===== config.mk =====
export PLATFORM = sky130hd
export DESIGN_NAME = cfg_scan_ctrl_flat
export DESIGN_NICKNAME = d
export VERILOG_FILES = /design/src/rtl/cfg_scan_ctrl_if.sv /design/src/rtl/cfg_scan_ctrl.sv /design/src/flat_wrapper.sv
export SDC_FILE = /design/constraint.sdc
export NUM_CORES = 1
export LEC_CHECK = 0
export CORE_ASPECT_RATIO = 0.5
export CORE_MARGIN = 4
export CORE_UTILIZATION = 56
export CTS_CLUSTER_SIZE = 30
export DETAILED_ROUTE_END_ITERATION = 8
export PLACE_DENSITY = 0.83
export SETUP_SLACK_MARGIN = 0.2
export SYNTH_ARGS = -nofsm -noshare
export SYNTH_HDL_FRONTEND = slang
export SYNTH_SLANG_ARGS = --single-unit

===== constraint.sdc =====
create_clock -name clk -period 2.44 [get_ports clk]
set_clock_uncertainty 0.05 [all_clocks]
set_input_delay 0.488 -clock clk [delete_from_list [all_inputs] [get_ports clk]]
set_output_delay 0.488 -clock clk [all_outputs]
set_load 0.02 [all_outputs]

===== src/rtl/cfg_scan_ctrl_if.sv =====
// Byte-stream handshake between the SPI front end (master) and cfg_scan_ctrl (slave).
interface cfg_scan_ctrl_if;
    logic       rx_valid;
    logic [7:0] rx_data;
    logic       rx_ready;
    logic       tx_valid;
    logic [7:0] tx_data;
    logic       tx_ready;

    modport master (output rx_valid, output rx_data, input rx_ready,
                    input tx_valid, input tx_data, output tx_ready);
    modport slave  (input rx_valid, input rx_data, output rx_ready,
                    output tx_valid, output tx_data, input tx_ready);
endinterface


===== src/rtl/cfg_scan_ctrl.sv =====
// SPI-configured channel scanner; register readback is built only with CFG_SCAN_READBACK_EN.
// state   | meaning
// F_CMD   | waiting for a command byte
// F_DATA  | write command taken, waiting for its data byte (idle timeout armed)
// S_IDLE  | no scan, sel=0
// S_DWELL | channel ch selected for DWELL+1 cycles
// S_ADV   | one break-before-make cycle, then step to the next enabled channel
module cfg_scan_ctrl #(
    parameter int TIMEOUT_CYC = 255
) (
    input  logic           clk,
    input  logic           rst,
    cfg_scan_ctrl_if.slave spi,
    output logic [7:0]     sel,
    output logic           busy
);
    localparam int TW = (TIMEOUT_CYC < 2) ? 1 : $clog2(TIMEOUT_CYC + 1);

    typedef enum logic {F_CMD, F_DATA} fstate_t;
    typedef enum logic [1:0] {S_IDLE, S_DWELL, S_ADV} sstate_t;

    fstate_t r_fstate, w_fstate_nxt;
    sstate_t r_sstate, w_sstate_nxt;

    logic          r_scan_en, r_oneshot, r_err;
    logic [7:0]    r_mask, r_dwell, r_dw_cnt;
    logic [2:0]    r_ch, r_addr;
    logic [TW-1:0] r_to_cnt;

    logic       w_rx_acc, w_wr, w_timeout;
    logic       w_stop, w_wrap, w_oneshot_clr;
    logic [7:0] w_above;
    logic [2:0] w_next_ch;

    function automatic logic [2:0] f_lowest(input logic [7:0] m);
        f_lowest = 3'd0;
        for (int i = 7; i >= 0; i--) begin
            if (m[i]) f_lowest = 3'(i);
        end
    endfunction

    assign w_rx_acc  = spi.rx_valid && spi.rx_ready;
    assign w_wr      = (r_fstate == F_DATA) && w_rx_acc;
    assign w_timeout = (r_fstate == F_DATA) && !w_rx_acc && (r_to_cnt <= TW'(1));

    always_ff @(posedge clk) begin
        if (rst) r_fstate <= F_CMD;
        else     r_fstate <= w_fstate_nxt;
    end

    always_comb begin
        w_fstate_nxt = r_fstate;
        case (r_fstate)
            F_CMD:   if (w_rx_acc && spi.rx_data[7]) w_fstate_nxt = F_DATA;
            F_DATA:  if (w_rx_acc || w_timeout)      w_fstate_nxt = F_CMD;
            default: w_fstate_nxt = F_CMD;
        endcase
    end

    always_ff @(posedge clk) begin
        if (rst) begin
            r_addr   <= '0;
            r_to_cnt <= '0;
        end else if (r_fstate == F_CMD && w_rx_acc) begin
            r_addr   <= spi.rx_data[2:0];
            r_to_cnt <= TW'(TIMEOUT_CYC);
        end else if (r_fstate == F_DATA && !w_rx_acc) begin
            r_to_cnt <= r_to_cnt - TW'(1);
        end
    end

    // A CTRL write lands after the auto-clear so it wins when both hit one edge.
    always_ff @(posedge clk) begin
        if (rst) begin
            r_scan_en <= 1'b0;
            r_oneshot <= 1'b0;
            r_mask    <= 8'h00;
            r_dwell   <= 8'h00;
        end else begin
            if (w_oneshot_clr) begin
                r_scan_en <= 1'b0;
                r_oneshot <= 1'b0;
            end
            if (w_wr) begin
                case (r_addr)
                    3'd0: begin
                        r_scan_en <= spi.rx_data[0];
                        r_oneshot <= spi.rx_data[1];
                    end
                    3'd1:    r_mask  <= spi.rx_data;
                    3'd2:    r_dwell <= spi.rx_data;
                    default: ;
                endcase
            end
        end
    end

`ifdef CFG_SCAN_READBACK_EN
    logic       r_tx_valid, w_rd;
    logic [7:0] r_tx_data, w_rd_val;

    assign w_rd = (r_fstate == F_CMD) && w_rx_acc && !spi.rx_data[7];

    always_comb begin
        w_rd_val = 8'h00;
        case (spi.rx_data[2:0])
            3'd0:    w_rd_val = {6'b0, r_oneshot, r_scan_en};
            3'd1:    w_rd_val = r_mask;
            3'd2:    w_rd_val = r_dwell;
            3'd3:    w_rd_val = {busy, r_err, 3'b000, r_ch};
            default: w_rd_val = 8'h00;
        endcase
    end

    always_ff @(posedge clk) begin
        if (rst) begin
            r_tx_valid <= 1'b0;
            r_tx_data  <= 8'h00;
        end else if (w_rd) begin
            r_tx_valid <= 1'b1;
            r_tx_data  <= w_rd_val;
        end else if (r_tx_valid && spi.tx_ready) begin
            r_tx_valid <= 1'b0;
        end
    end

    // The STATUS byte captured above still carries err=1; it clears on the same edge.
    always_ff @(posedge clk) begin
        if (rst)                                   r_err <= 1'b0;
        else if (w_timeout)                        r_err <= 1'b1;
        else if (w_rd && spi.rx_data[2:0] == 3'd3) r_err <= 1'b0;
    end

    assign spi.rx_ready = !r_tx_valid;
    assign spi.tx_valid = r_tx_valid;
    assign spi.tx_data  = r_tx_data;
`else
    logic w_unused_rb;

    always_ff @(posedge clk) begin
        if (rst)            r_err <= 1'b0;
        else if (w_timeout) r_err <= 1'b1;
    end

    assign w_unused_rb  = spi.tx_ready ^ r_err;
    assign spi.rx_ready = 1'b1;
    assign spi.tx_valid = 1'b0;
    assign spi.tx_data  = 8'h00;
`endif

    assign w_stop        = !r_scan_en || (r_mask == 8'h00);
    assign w_above       = r_mask & (8'hFE << r_ch);
    assign w_wrap        = (w_above == 8'h00);
    assign w_next_ch     = w_wrap ? f_lowest(r_mask) : f_lowest(w_above);
    assign w_oneshot_clr = (r_sstate == S_ADV) && !w_stop && w_wrap && r_oneshot;

    always_ff @(posedge clk) begin
        if (rst) r_sstate <= S_IDLE;
        else     r_sstate <= w_sstate_nxt;
    end

    always_comb begin
        w_sstate_nxt = r_sstate;
        case (r_sstate)
            S_IDLE:  if (!w_stop) w_sstate_nxt = S_DWELL;
            S_DWELL: begin
                if (w_stop)                  w_sstate_nxt = S_IDLE;
                else if (r_dw_cnt == 8'h00)  w_sstate_nxt = S_ADV;
            end
            S_ADV:   begin
                if (w_stop || (w_wrap && r_oneshot)) w_sstate_nxt = S_IDLE;
                else                                 w_sstate_nxt = S_DWELL;
            end
            default: w_sstate_nxt = S_IDLE;
        endcase
    end

    always_ff @(posedge clk) begin
        if (rst) begin
            r_ch     <= 3'd0;
            r_dw_cnt <= 8'h00;
        end else begin
            case (r_sstate)
                S_IDLE: if (!w_stop) begin
                    r_ch     <= f_lowest(r_mask);
                    r_dw_cnt <= r_dwell;
                end
                S_DWELL: if (r_dw_cnt != 8'h00) r_dw_cnt <= r_dw_cnt - 8'd1;
                S_ADV: if (w_sstate_nxt == S_DWELL) begin
                    r_ch     <= w_next_ch;
                    r_dw_cnt <= r_dwell;
                end
                default: ;
            endcase
        end
    end

    always_comb begin
        sel  = 8'h00;
        busy = 1'b0;
        case (r_sstate)
            S_DWELL: begin
                sel  = 8'd1 << r_ch;
                busy = 1'b1;
            end
            S_ADV:   busy = 1'b1;
            default: ;
        endcase
    end
endmodule


===== src/flat_wrapper.sv =====
// flat-port wrapper written by rule: the top's interface ports become plain ports
module cfg_scan_ctrl_flat 
#(
    parameter int TIMEOUT_CYC = 255
)
  (clk, rst, sel, busy, spi_rx_valid, spi_rx_data, spi_rx_ready, spi_tx_valid, spi_tx_data, spi_tx_ready);
  cfg_scan_ctrl_if spi_i ();
  input  logic clk;
  input  logic rst;
  output logic [7:0] sel;
  output logic busy;
  input wire logic [$bits(spi_i.rx_valid)-1:0] spi_rx_valid;
  input wire logic [$bits(spi_i.rx_data)-1:0] spi_rx_data;
  output wire logic [$bits(spi_i.rx_ready)-1:0] spi_rx_ready;
  output wire logic [$bits(spi_i.tx_valid)-1:0] spi_tx_valid;
  output wire logic [$bits(spi_i.tx_data)-1:0] spi_tx_data;
  input wire logic [$bits(spi_i.tx_ready)-1:0] spi_tx_ready;
  assign spi_i.rx_valid = spi_rx_valid;
  assign spi_i.rx_data = spi_rx_data;
  assign spi_rx_ready = spi_i.rx_ready;
  assign spi_tx_valid = spi_i.tx_valid;
  assign spi_tx_data = spi_i.tx_data;
  assign spi_i.tx_ready = spi_tx_ready;
  cfg_scan_ctrl #(.TIMEOUT_CYC(TIMEOUT_CYC)) u_core (.clk(clk), .rst(rst), .spi(spi_i), .sel(sel), .busy(busy));
endmodule

* After elaboration in Yosys (flattened, before gate mapping) *
Cells that the tools add are included.

storage, ports and cells
  logic and storage cells = 96
  output and inout bits = 19
  bits of input ports = 12
  bits in registers = 43

operators by class
  add/subtract/negate cells = 2
  magnitude comparators = 1
  shifts and indexed selects = 2
  equality and inequality tests = 8
  multiplexer cells = 42
  bitwise gates (word level) = 2
  reductions and logical operators = 29

operators with widths
  kind                                                                   number
  3-bit 2-to-1 mux                                                       19
  8-bit 2-to-1 mux                                                       6
  8-bit zero test                                                        3
  8-bit one-hot mux with 3 select lines                                  1
  8-bit by 1-bit subtractor with 8-bit output, second input constant     2
  1-bit 2-to-1 mux                                                       10
  1-bit logical AND                                                      9
  8-bit AND                                                              1
  8-bit by 1-bit <= comparator with 1-bit output, second input constant  1
  8-bit nonzero test                                                     1
  1-bit by 3-bit left shift with 8-bit output, first input constant      1
  8-bit by 3-bit left shift with 8-bit output, first input constant      1
  2-bit 2-to-1 mux                                                       3
  2-bit one-hot mux with 3 select lines                                  1
  3-bit one-hot mux with 2 select lines                                  1
  2-bit by 1-bit == test with 1-bit output, second input constant        2
  2-bit inequality test, second input constant                           2
  2-bit AND reduction                                                    2
  4-bit AND reduction                                                    1
  2-bit nonzero test                                                     2
  3-bit by 1-bit == test with 1-bit output, second input constant        1
  3-bit by 2-bit == test with 1-bit output, second input constant        1
  1-bit zero test                                                        3
  3-bit zero test                                                        1
  9 further kinds                                                        11

* Logic depth before layout (Yosys ltp) *
Gate-level depths: netlist of run 1.

  word-level depth = 13
  mapped depth = 10
  mapped depth without buffers = 9

* Worst setup path after synthesis of run 1 *
Ideal clock, no wire load.

  kind = reg-to-reg
  start = register u_core.r_mask[5]
  end = register u_core.r_dw_cnt[6]
  period minus slack after synthesis = 2.163 ns
  buffers on the path = 0
  path slack = 0.277 ns
  data arrival time = 1.994 ns
  library setup time = 0.119 ns
  cell stages (with the launch flop) = 8
  required time = 2.271 ns
  cells stage by stage = dfxtp_1 -> or4_4 -> o21a_1 -> o21ai_1 -> o31ai_1 -> o31ai_4 -> a21oi_1 -> o221a_2

on the way
  cells in the longest elaborated chain, start to end = 9
  elaborated cells on any way between the ends = 14
  classes of those cells = 3 x eq/ne; 4 x mux; 1 x bitwise; 6 x reduce/logical

ends and longest elaborated chain
  element                                   line                  RTL
  start, declared                           cfg_scan_ctrl.sv:26   logic [7:0] r_mask, r_dwell, r_dw_cnt;
  start signal, assigned                    cfg_scan_ctrl.sv:90   3'd1: r_mask <= spi.rx_data;
  8-bit AND                                 cfg_scan_ctrl.sv:152  assign w_above = r_mask & (8'hFE << r_ch);
  8-bit zero test                           cfg_scan_ctrl.sv:153  assign w_wrap = (w_above == 8'h00);
  1-bit logical AND                         cfg_scan_ctrl.sv:171  if (w_stop || (w_wrap && r_oneshot)) w_sstate_nxt = S_IDLE;
  1-bit logical OR                          cfg_scan_ctrl.sv:171
  1-bit 2-to-1 mux                          cfg_scan_ctrl.sv:171
  2-bit one-hot mux with 3 select lines     cfg_scan_ctrl.sv:164  case (r_sstate)
  2-bit by 1-bit == test with 1-bit output  cfg_scan_ctrl.sv:189  S_ADV: if (w_sstate_nxt == S_DWELL) begin
  2-bit inequality test (no source line)    -
  4-bit AND reduction (no source line) *    -
  end signal, assigned                      cfg_scan_ctrl.sv:186  r_dw_cnt <= r_dwell;
  end signal, assigned                      cfg_scan_ctrl.sv:188  S_DWELL: if (r_dw_cnt != 8'h00) r_dw_cnt <= r_dw_cnt - 8'd1;
  end signal, assigned                      cfg_scan_ctrl.sv:191  r_dw_cnt <= r_dwell;
  end, declared                             cfg_scan_ctrl.sv:26

Every way passes the cells marked *; elsewhere a longest branch is shown, timed or not.
A chain may end at the register's enable or synchronous reset.

* Worst setup path in the final report of run 1 *
  start = register u_core.r_mask[3]
  end = register u_core.r_dw_cnt[0]

The elaborated chain is that of the path after synthesis.

==> impl_metrics.ini, run 1 <==
[status]
outcome = finished, final reports clean

[global_routing]
grt_max_degree = 24
grt_pass1_vias = 2555
met2_usage_pct = 44.7
grt_use_met1_pct = 29.9
overflow = 0
grt_pass1_wl_mm = 12.0
gr-max-usage-layer = met2
grt.met3_usage_pct = 5.63
track_usage_pct = 25.8
antenna_found_initial = 1

[setup_path]
path_class = reg -> reg
worstPathArrival_ns = 2.50
max_stage_delay_ns = 0.56
timing.rr.end = u_core.r_dw_cnt[0]
required_ns = 2.60
path_cells = or4_4 > o211ai_2 > o22ai_2 > a31oi_4 > o31ai_4 > buf_6 > or3b_1 > a31oi_1
end_kind = flop
critPathLaunchType = flop
timing.rr.start = u_core.r_mask[3]
cp_top_family = simple AND/OR/NAND/NOR gates
critical_path_buf_inv_count = 1
r2r_cells = 8
path_max_fanout = 7
crit_slowest_cell = or4_4
rrSetupSlack_ns = 0.10

[logic_synthesis]
ys_seq_elements = 43
synth_ff_type = dfxtp_1
synthTopCellsByArea = dfxtp_1 34%, mux2i_1 8.6%, nor2_1 6.5%
netlist.area_leader.share_pct = 33.8
async_reset_ff_share_pct = 0
synth_area_leader_cell = dfxtp_1
avgSynthCellArea_sq_um = 8.36
yosysSeqAreaShare_pct = 33.8
syn-cell-area_sq_um = 2550
syn_inst = 305
ys_warn_count = 0
yosysUniqueCellTypes = 60
synth_edf_count = 0

[clocking]
insertion_delay_ns = 0.30
cts-hold-fix-buffers = 0
cts_tree = done
cts_sinks = 43
cts_root_buf = clkbuf_8
clk_path_buf_depth = 2
cts_buffers = 5
htree_levels = 2
clkSlewWorstSetupHoldPaths_ns = 0.09

[floorplan]
die_area_sq_um = 5760
num_rows = 17
initial_utilization_pct = 57.9
die_h_um = 55.7
fp.coreArea_sq_um = 4400
ioPinCount = 31
dieWidth_um = 103

[detailed_routing]
ant_nets = 0
drt_wl_total_mm = 7.09
viasPerCell = 6.12
wl_per_cell_um = 17.3
drt-pass1-iter-count = 4
drt_iter0_drc = 142
drc = 0
vias = 2511

[min_path]
min_path_type = reg -> reg
whs_endpoint = u_core.r_dwell[1]
whs_path_depth = 2
min-delay-start = u_core.r_dwell[1]

[cells_and_area]
drive_gt1_share_pct = 24.7
design_area_sq_um = 3180
fin_util_pct = 72.3
fin_nets = 373
synthToLayoutAreaGrowth_pct = 24.9

[placed_design]
placed_area_sq_um = 2900
gp_congestion = 0.845
port_buffers = 19
hpwl_mm = 4.60

[timing]
setup_viol = 0
slew_headroom_pct = 66.6
finalSetupTns_ns = 0
slew_violations = 0
hold_violations = 0
tightest_slew_ns = 0.494
fin_crit_ns = 2.34
rsz0062_at_grt = yes
fmax_mhz = 427
min_period_over_period_pct = 95.9

[pwr]
p_leak_nw = 1.24
p_per_area_nw_per_um2 = 432
ir_drop_mv = 0.282

[job]
max_cap_viol_count = 0
[sequential cells by signal (all words and copies together) (netlist names)]
name              cells
u_core.r_dwell        8
u_core.r_to_cnt       8
u_core.r_dw_cnt       8
u_core.r_oneshot      1
u_core.r_fstate       1
u_core.r_sstate       2
u_core.r_ch           3
u_core.r_scan_en      1
u_core.r_mask         8
u_core.r_addr         3
[logic make-up (layout without fill, tap and decap cells)]
kind of cell / Yosys count / after routing / share of synthesized area [%]
other cells: 2 / 11 / 0.295
compound gates: 76 / 76 / 22.0
xor+xnor: 4 / 4 / 1.37
mux: 22 / 22 / 8.64
buf+inv: 43 / 82 / 8.49
flops: 43 / 43 / 33.8
simple gates: 105 / 105 / 20.5
fa+ha+maj: 10 / 10 / 4.91
[synth_stat cells (all sizes together) (4+ instances only)]
library cell  number
clkbuf             8
a31oi              4
nand3              4
dfxtp             43
buf               16
nand2b             8
nor2              44
mux2i             22
nor4               4
a21oi             26
ha                10
o21ai             10
nand2             16
nor3               8
inv               18
[stage by stage]
stage / instances / total power, mW / setup WS (ns) / hold WS [ns]
2_1_floorplan: 313 / 0.887 / 0.277 / 0.391
3_3_place_gp: 391 / 0.928 / 0.0288 / 0.399
3_5_place_dp: 391 / 0.937 / -0.0570 / 0.439
4_1_cts: 409 / 1.37 / 0.0996 / 0.469
5_1_grt: 410 / 1.42 / 0.0320 / 0.499
6_report: 410 / 1.38 / 0.100 / 0.479
[worst max-delay path by stage]
stage / startpoint / end / slack [ns] / cells past startpoint
floorplan: u_core.r_mask[5] / u_core.r_dw_cnt[6] / 0.28 / 7
global placement: u_core.r_dw_cnt[0] / u_core.r_dw_cnt[0] / 0.03 / 9
detailed placement: u_core.r_dw_cnt[0] / u_core.r_dw_cnt[0] / -0.06 / 9
CTS: u_core.r_mask[0] / u_core.r_dw_cnt[6] / 0.1 / 8
global route: u_core.r_mask[3] / u_core.r_dw_cnt[0] / 0.03 / 8
finish: u_core.r_mask[3] / u_core.r_dw_cnt[0] / 0.10 / 8
[worst min-delay path, stage by stage, from the launching register on]
cell,delay [ns]
dfxtp_1,0.35
mux2i_1,0.07
nor2_1,0.08
[what timing repair did]
item                                    in CTS  in global routing
pin swaps                                   17                  4
gates resized for setup                     33                 26
buffers inserted                            10                  0
endpoints found under the setup margin      19                 23
[layer usage]
metal | share of wire [%] | up-vias
met2 | 50 | 113
li1 | - | 1161
met5 | 0 | -
met3 | 5.3 | 37
met4 | 3.6 | 0
met1 | 41 | 1200
[cells in the final DEF, fill, tap and decap left out, types with 3 or more instances in the layout]
| cell | netlist | layout |
|---|---|---|
| nand2_1 | 16 | 16 |
| dfxtp_2 | 0 | 7 |
| nor3_1 | 8 | 6 |
| a21oi_1 | 26 | 24 |
| mux2i_1 | 22 | 22 |
| buf_4 | 10 | 33 |
| clkdlybuf4s50_1 | 0 | 9 |
| nor4_1 | 4 | 3 |
| dlygate4sd2_1 | 0 | 3 |
| a31oi_1 | 3 | 3 |
| nand2b_1 | 8 | 8 |
| dfxtp_1 | 43 | 36 |
| buf_6 | 2 | 3 |
| a32oi_1 | 3 | 3 |
| o221a_2 | 3 | 3 |
| clkbuf_2 | 0 | 3 |
| inv_1 | 18 | 16 |
| clkbuf_8 | 0 | 5 |
| conb_1 | 2 | 10 |
| o32ai_1 | 3 | 3 |
| a221oi_1 | 3 | 3 |
| nor2_1 | 44 | 44 |
| o21ai_0 | 9 | 6 |
| ha_1 | 10 | 8 |
| nand3_1 | 4 | 4 |
[power breakdown]
part,internal (mW),switching [mW]
clock,0.200,0.245
sequential,0.726,0.0276
combinational,0.0766,0.0996
total,1.00,0.372
[cell type report]
type,instances,area (sq um)
sequential,43,870
timing repair buffer,55,458
tap,57,71.3
clock buffer,6,72.6
antenna,1,2.50
fill,282,1220
multi-input combinational,227,1630
clock inverter,2,12.5
inverter,19,71.3
(Power assumes the default switching activity.)
==> run 2: changes to the inputs <==
CORE_UTILIZATION = 58   (was 56)
CTS_BUF_LIST = sky130_fd_sc_hd__clkbuf_4   (was unset)
HOLD_SLACK_MARGIN = 0.08   (was unset)
PLACE_DENSITY = 0.86   (was 0.83)
TNS_END_PERCENT = 10   (was unset)
==> impl_metrics.ini, run 2 (synthesized netlist as in run 1, its figures left out) <==
[status]
outcome = finished, final reports clean

[detailed_routing]
vias = 2439
drc = 0
drt_wl_total_mm = 6.84
ant_nets = 0
wl_per_cell_um = 17.1
drt-pass1-iter-count = 5
viasPerCell = 6.08
drt_iter0_drc = 125

[setup_path]
critPathLaunchType = flop
worstPathArrival_ns = 2.61
path_max_fanout = 5
end_kind = flop
crit_start = u_core.r_mask[1]
required_ns = 2.64
rrSetupSlack_ns = 0.03
r2r_cells = 9
timing.rr.start = u_core.r_mask[1]
timing.rr.end = u_core.r_dw_cnt[0]
cp-endpoint = u_core.r_dw_cnt[0]
path_class = reg -> reg

[floorplan]
die_h_um = 54.9
ioPinCount = 31
num_rows = 16
dieWidth_um = 102
die_area_sq_um = 5580
initial_utilization_pct = 62.7
fp.coreArea_sq_um = 4060

[cells_and_area]
final_cell_mix = 44 x nor2_1, 38 x dfxtp_1, 29 x buf_4
synthToLayoutAreaGrowth_pct = 21.9
fin_nets = 368
antenna_cells = 0
regArea_sq_um = 867
fin_util_pct = 76.4
fillCellCount = 251
drive_gt1_share_pct = 20.2
multi_input_area_sq_um = 1600
final_common_cell = nor2_1
design_area_sq_um = 3110

[pwr]
p_leak_nw = 1.20
ir_drop_mv = 0.293
finalPower_mw = 1.40
p_per_area_nw_per_um2 = 451

[min_path]
min_path_type = reg -> reg

[clocking]
insertion_delay_ns = 0.35
cts_sinks = 43
htree_levels = 2
cts_buffers = 5
cts_root_buf = clkbuf_4
clk_path_buf_depth = 2
clkSlewWorstSetupHoldPaths_ns = 0.14
cts_tree = done

[global_routing]
track_usage_pct = 24.2
overflow = 0
grt_pass1_vias = 2339
antenna_found_initial = 0
grt_max_degree = 22
grt_pass1_wl_mm = 10.5

[timing]
min_period_over_period_pct = 98.8
setup_viol = 0
rsz0062_at_grt = yes
fin_crit_ns = 2.41
fmax_mhz = 415
hold_violations = 0
finalSetupTns_ns = 0
slew_headroom_pct = 64.9
tightest_slew_ns = 0.522
timing.final.ws_setup_ns = 0.0302
slew_violations = 0

[placed_design]
gp_congestion = 0.853
port_buffers = 19
dp_slack_ns = -0.0289
hpwl_mm = 4.66
placed_area_sq_um = 2890

[job]
max_cap_viol_count = 0
## run 2: cell type report
cell class | count | area share, %
clock buffer | 5 | 1.21
clock inverter | 3 | 1.41
inverter | 19 | 2.30
multi-input combinational | 227 | 51.4
sequential | 43 | 27.9
tap | 54 | 2.17
timing repair buffer | 50 | 13.6
## run 2: power by group
group          switching [mW]  internal, mW
Clock                   0.254         0.216
Combinational          0.0976        0.0785
Sequential             0.0274         0.727
## run 2: worst min path at each step
stage                               to                from  depth (start not counted)  slack, ns
floorplan           u_core.r_dw_cnt[1]  u_core.r_dw_cnt[1]                          2       0.39
global placement    u_core.r_dw_cnt[1]  u_core.r_dw_cnt[1]                          2       0.40
CTS                 u_core.r_dw_cnt[1]  u_core.r_dw_cnt[1]                          2       0.42
detailed placement  u_core.r_dw_cnt[1]  u_core.r_dw_cnt[1]                          2       0.41
global route        u_core.r_dw_cnt[0]  u_core.r_dw_cnt[0]                          2       0.49
finish              u_core.r_dw_cnt[0]  u_core.r_dw_cnt[0]                          2       0.46
## run 2: critical path: stages (launching register included)
cell,delay [ns]
dfxtp_2,0.35
or4_4,0.58
o21a_4,0.27
o21ai_4,0.14
o31ai_4,0.11
o31ai_4,0.32
buf_6,0.18
buf_4,0.12
nand3b_1,0.10
a31oi_1,0.09
## run 2: what timing repair did
item	in CTS	in global routing
gates cloned	0	1
buffers inserted	0	5
hold buffers	0	0
gates resized for setup	17	20
pin swaps	0	9
setup endpoints to repair	20	19
## run 2: layer usage
metal / GRT usage, % / share of wire (%) / vias to the layer above
met2: 45.1 / 48 / 107
met4: 6.84 / 2.8 / 0
met5: 0 / 0 / -
li1: - / - / 1156
met1: 28.6 / 43 / 1146
met3: 5.34 / 6.7 / 30
## run 2: metrics by stage
stage | hold WS, ns | std cells
after floorplan | 0.391 | 313
after global placement | 0.402 | 387
after detailed placement | 0.410 | 387
after CTS | 0.424 | 395
after global routing | 0.487 | 401
final | 0.462 | 401
==> run 3: changes to the inputs <==
CORE_UTILIZATION = 35   (was 58)
PLACE_DENSITY = 0.57   (was 0.86)
==> impl_metrics.ini, run 3 (synthesized netlist as in run 1, its figures left out) <==
[status]
outcome = finished, final reports clean

[cells_and_area]
fin_nets = 363
drive_gt1_share_pct = 17.3
fin_util_pct = 45.0
synthToLayoutAreaGrowth_pct = 21.6
final_common_cell = nor2_1
regArea_sq_um = 868
fin_cells = 433
antenna_cells = 0
final_cell_mix = 44 x nor2_1, 39 x dfxtp_1, 26 x a21oi_1
multi_input_area_sq_um = 1580
fillCellCount = 690

[clocking]
htree_levels = 2
cts_sinks = 43
insertion_delay_ns = 0.35
cts_tree = done
clk_path_buf_depth = 2
cts_buffers = 5
cts_root_buf = clkbuf_4
clkSlewWorstSetupHoldPaths_ns = 0.13
cts-hold-fix-buffers = 0

[job]
max_cap_viol_count = 0

[floorplan]
num_rows = 21
fp.coreArea_sq_um = 6880
initial_utilization_pct = 37.0
dieWidth_um = 129
die_h_um = 68.3
ioPinCount = 31
die_area_sq_um = 8790

[placed_design]
placed_cells = 423
gp_congestion = 0.887
port_buffers = 19
hpwl_mm = 4.46

[global_routing]
overflow = 0
grt_pass1_wl_mm = 9.83
grt_pass1_vias = 2137
antenna_found_initial = 0
grt_max_degree = 36
track_usage_pct = 14.0

[timing]
min_period_over_period_pct = 95.4
fin_crit_ns = 2.33
setup_viol = 0
hold_violations = 0
finalSetupTns_ns = 0
fmax_mhz = 430
rsz0062_at_grt = yes
slew_violations = 0

[detailed_routing]
drt_wl_total_mm = 6.10
vias = 2285
ant_nets = 0
wl_per_cell_um = 14.1
drt-pass1-iter-count = 4
drc = 0
viasPerCell = 5.28
drt_iter0_drc = 177

[setup_path]
cp_top_family = compound AO/OA/AOI/OAI gates
critPathLaunchType = flop
max_stage_delay_ns = 0.57
rrSetupSlack_ns = 0.11
worstPathArrival_ns = 2.54
cp_common_cell = o31ai_4
crit_slowest_cell = or4_4
end_kind = flop
path_cells = or4_4 > o21a_4 > o21ai_4 > o31ai_4 > o31ai_4 > buf_4 > a21oi_1 > o32ai_1
critical_path_buf_inv_count = 1
path_max_fanout = 8
required_ns = 2.65
path_class = reg -> reg

[min_path]
min_path_type = reg -> reg

[pwr]
power_switching_share_pct = 25.6
p_sw_mw = 0.354
p_per_area_nw_per_um2 = 445
finalPower_mw = 1.38
ir_drop_mv = 0.223
p_int_mw = 1.03
pwr-share-clk_pct = 32.8
seqPwrFrac_pct = 54.5
p_comb_share_pct = 12.7
p_leak_nw = 1.18
[run 3: cell types whose count changed in the layout (fill, tap and decap cells not counted), moves of 2 or more]
cell / previous run / this run
a21oi_2: 2 / 0
buf_4: 29 / 24
a21oi_1: 24 / 26
dfxtp_2: 5 / 3
[run 3: final timing paths]
check,startpoint,to,depth (start not counted)
setup / recovery,u_core.r_mask[0],u_core.r_dw_cnt[2],8
hold reg to reg,u_core.r_dw_cnt[1],u_core.r_dw_cnt[1],2
hold / removal,u_core.r_dw_cnt[1],u_core.r_dw_cnt[1],2
setup reg to reg,u_core.r_mask[0],u_core.r_dw_cnt[2],8
[run 3: cell type report]
type	count	area share (%)
multi-input cells	227	50.9
flip-flops and latches	43	28.0
inverters	19	2.30
well taps	92	3.71
repair buffers	45	12.6
clock buffers	6	1.45
clock inverters	1	0.969
[run 3: per-stage QoR]
step	hold slack (ns)	cell area [sq um]	worst slack, ns
2_1_floorplan	0.391	2580	0.277
3_3_place_gp	0.406	2940	0.0224
3_5_place_dp	0.408	2940	0.0181
4_1_cts	0.427	3030	0.0614
5_1_grt	0.466	3100	0.0351
6_report	0.434	3100	0.112
[run 3: repair_timing]
action | in CTS | in global routing
pin swaps | 0 | 4
cloned | 0 | 1
endpoints found under the setup margin | 20 | 19
setup buffers | 0 | 2
resized for setup | 17 | 13
[run 3: metal layers]
metal / global-route usage [%] / vias up / part of all wire, %
met5: 0 / - / 0
met4: 5.10 / 0 / 1.4
met3: 2.88 / 11 / 3.3
met2: 23.6 / 50 / 46
met1: 18.0 / 1081 / 50
li1: - / 1143 / -
[run 3: tightest hold or removal path: cells and delay by family (launching register included)]
kind | cells | cell delay (ns)
AOI/OAI and AO/OA | 1 | 0.05
and+or+nand+nor | 1 | 0.06
DFF | 1 | 0.34
[run 3: power by group through the flow]
stage | combinational, mW | clock [mW] | sequential, mW
final | 0.175 | 0.453 | 0.752
after floorplan | 0.125 | 0 | 0.762
after detailed placement | 0.172 | 0 | 0.768
after global routing | 0.193 | 0.498 | 0.756
after global placement | 0.168 | 0 | 0.767
after CTS | 0.174 | 0.469 | 0.752
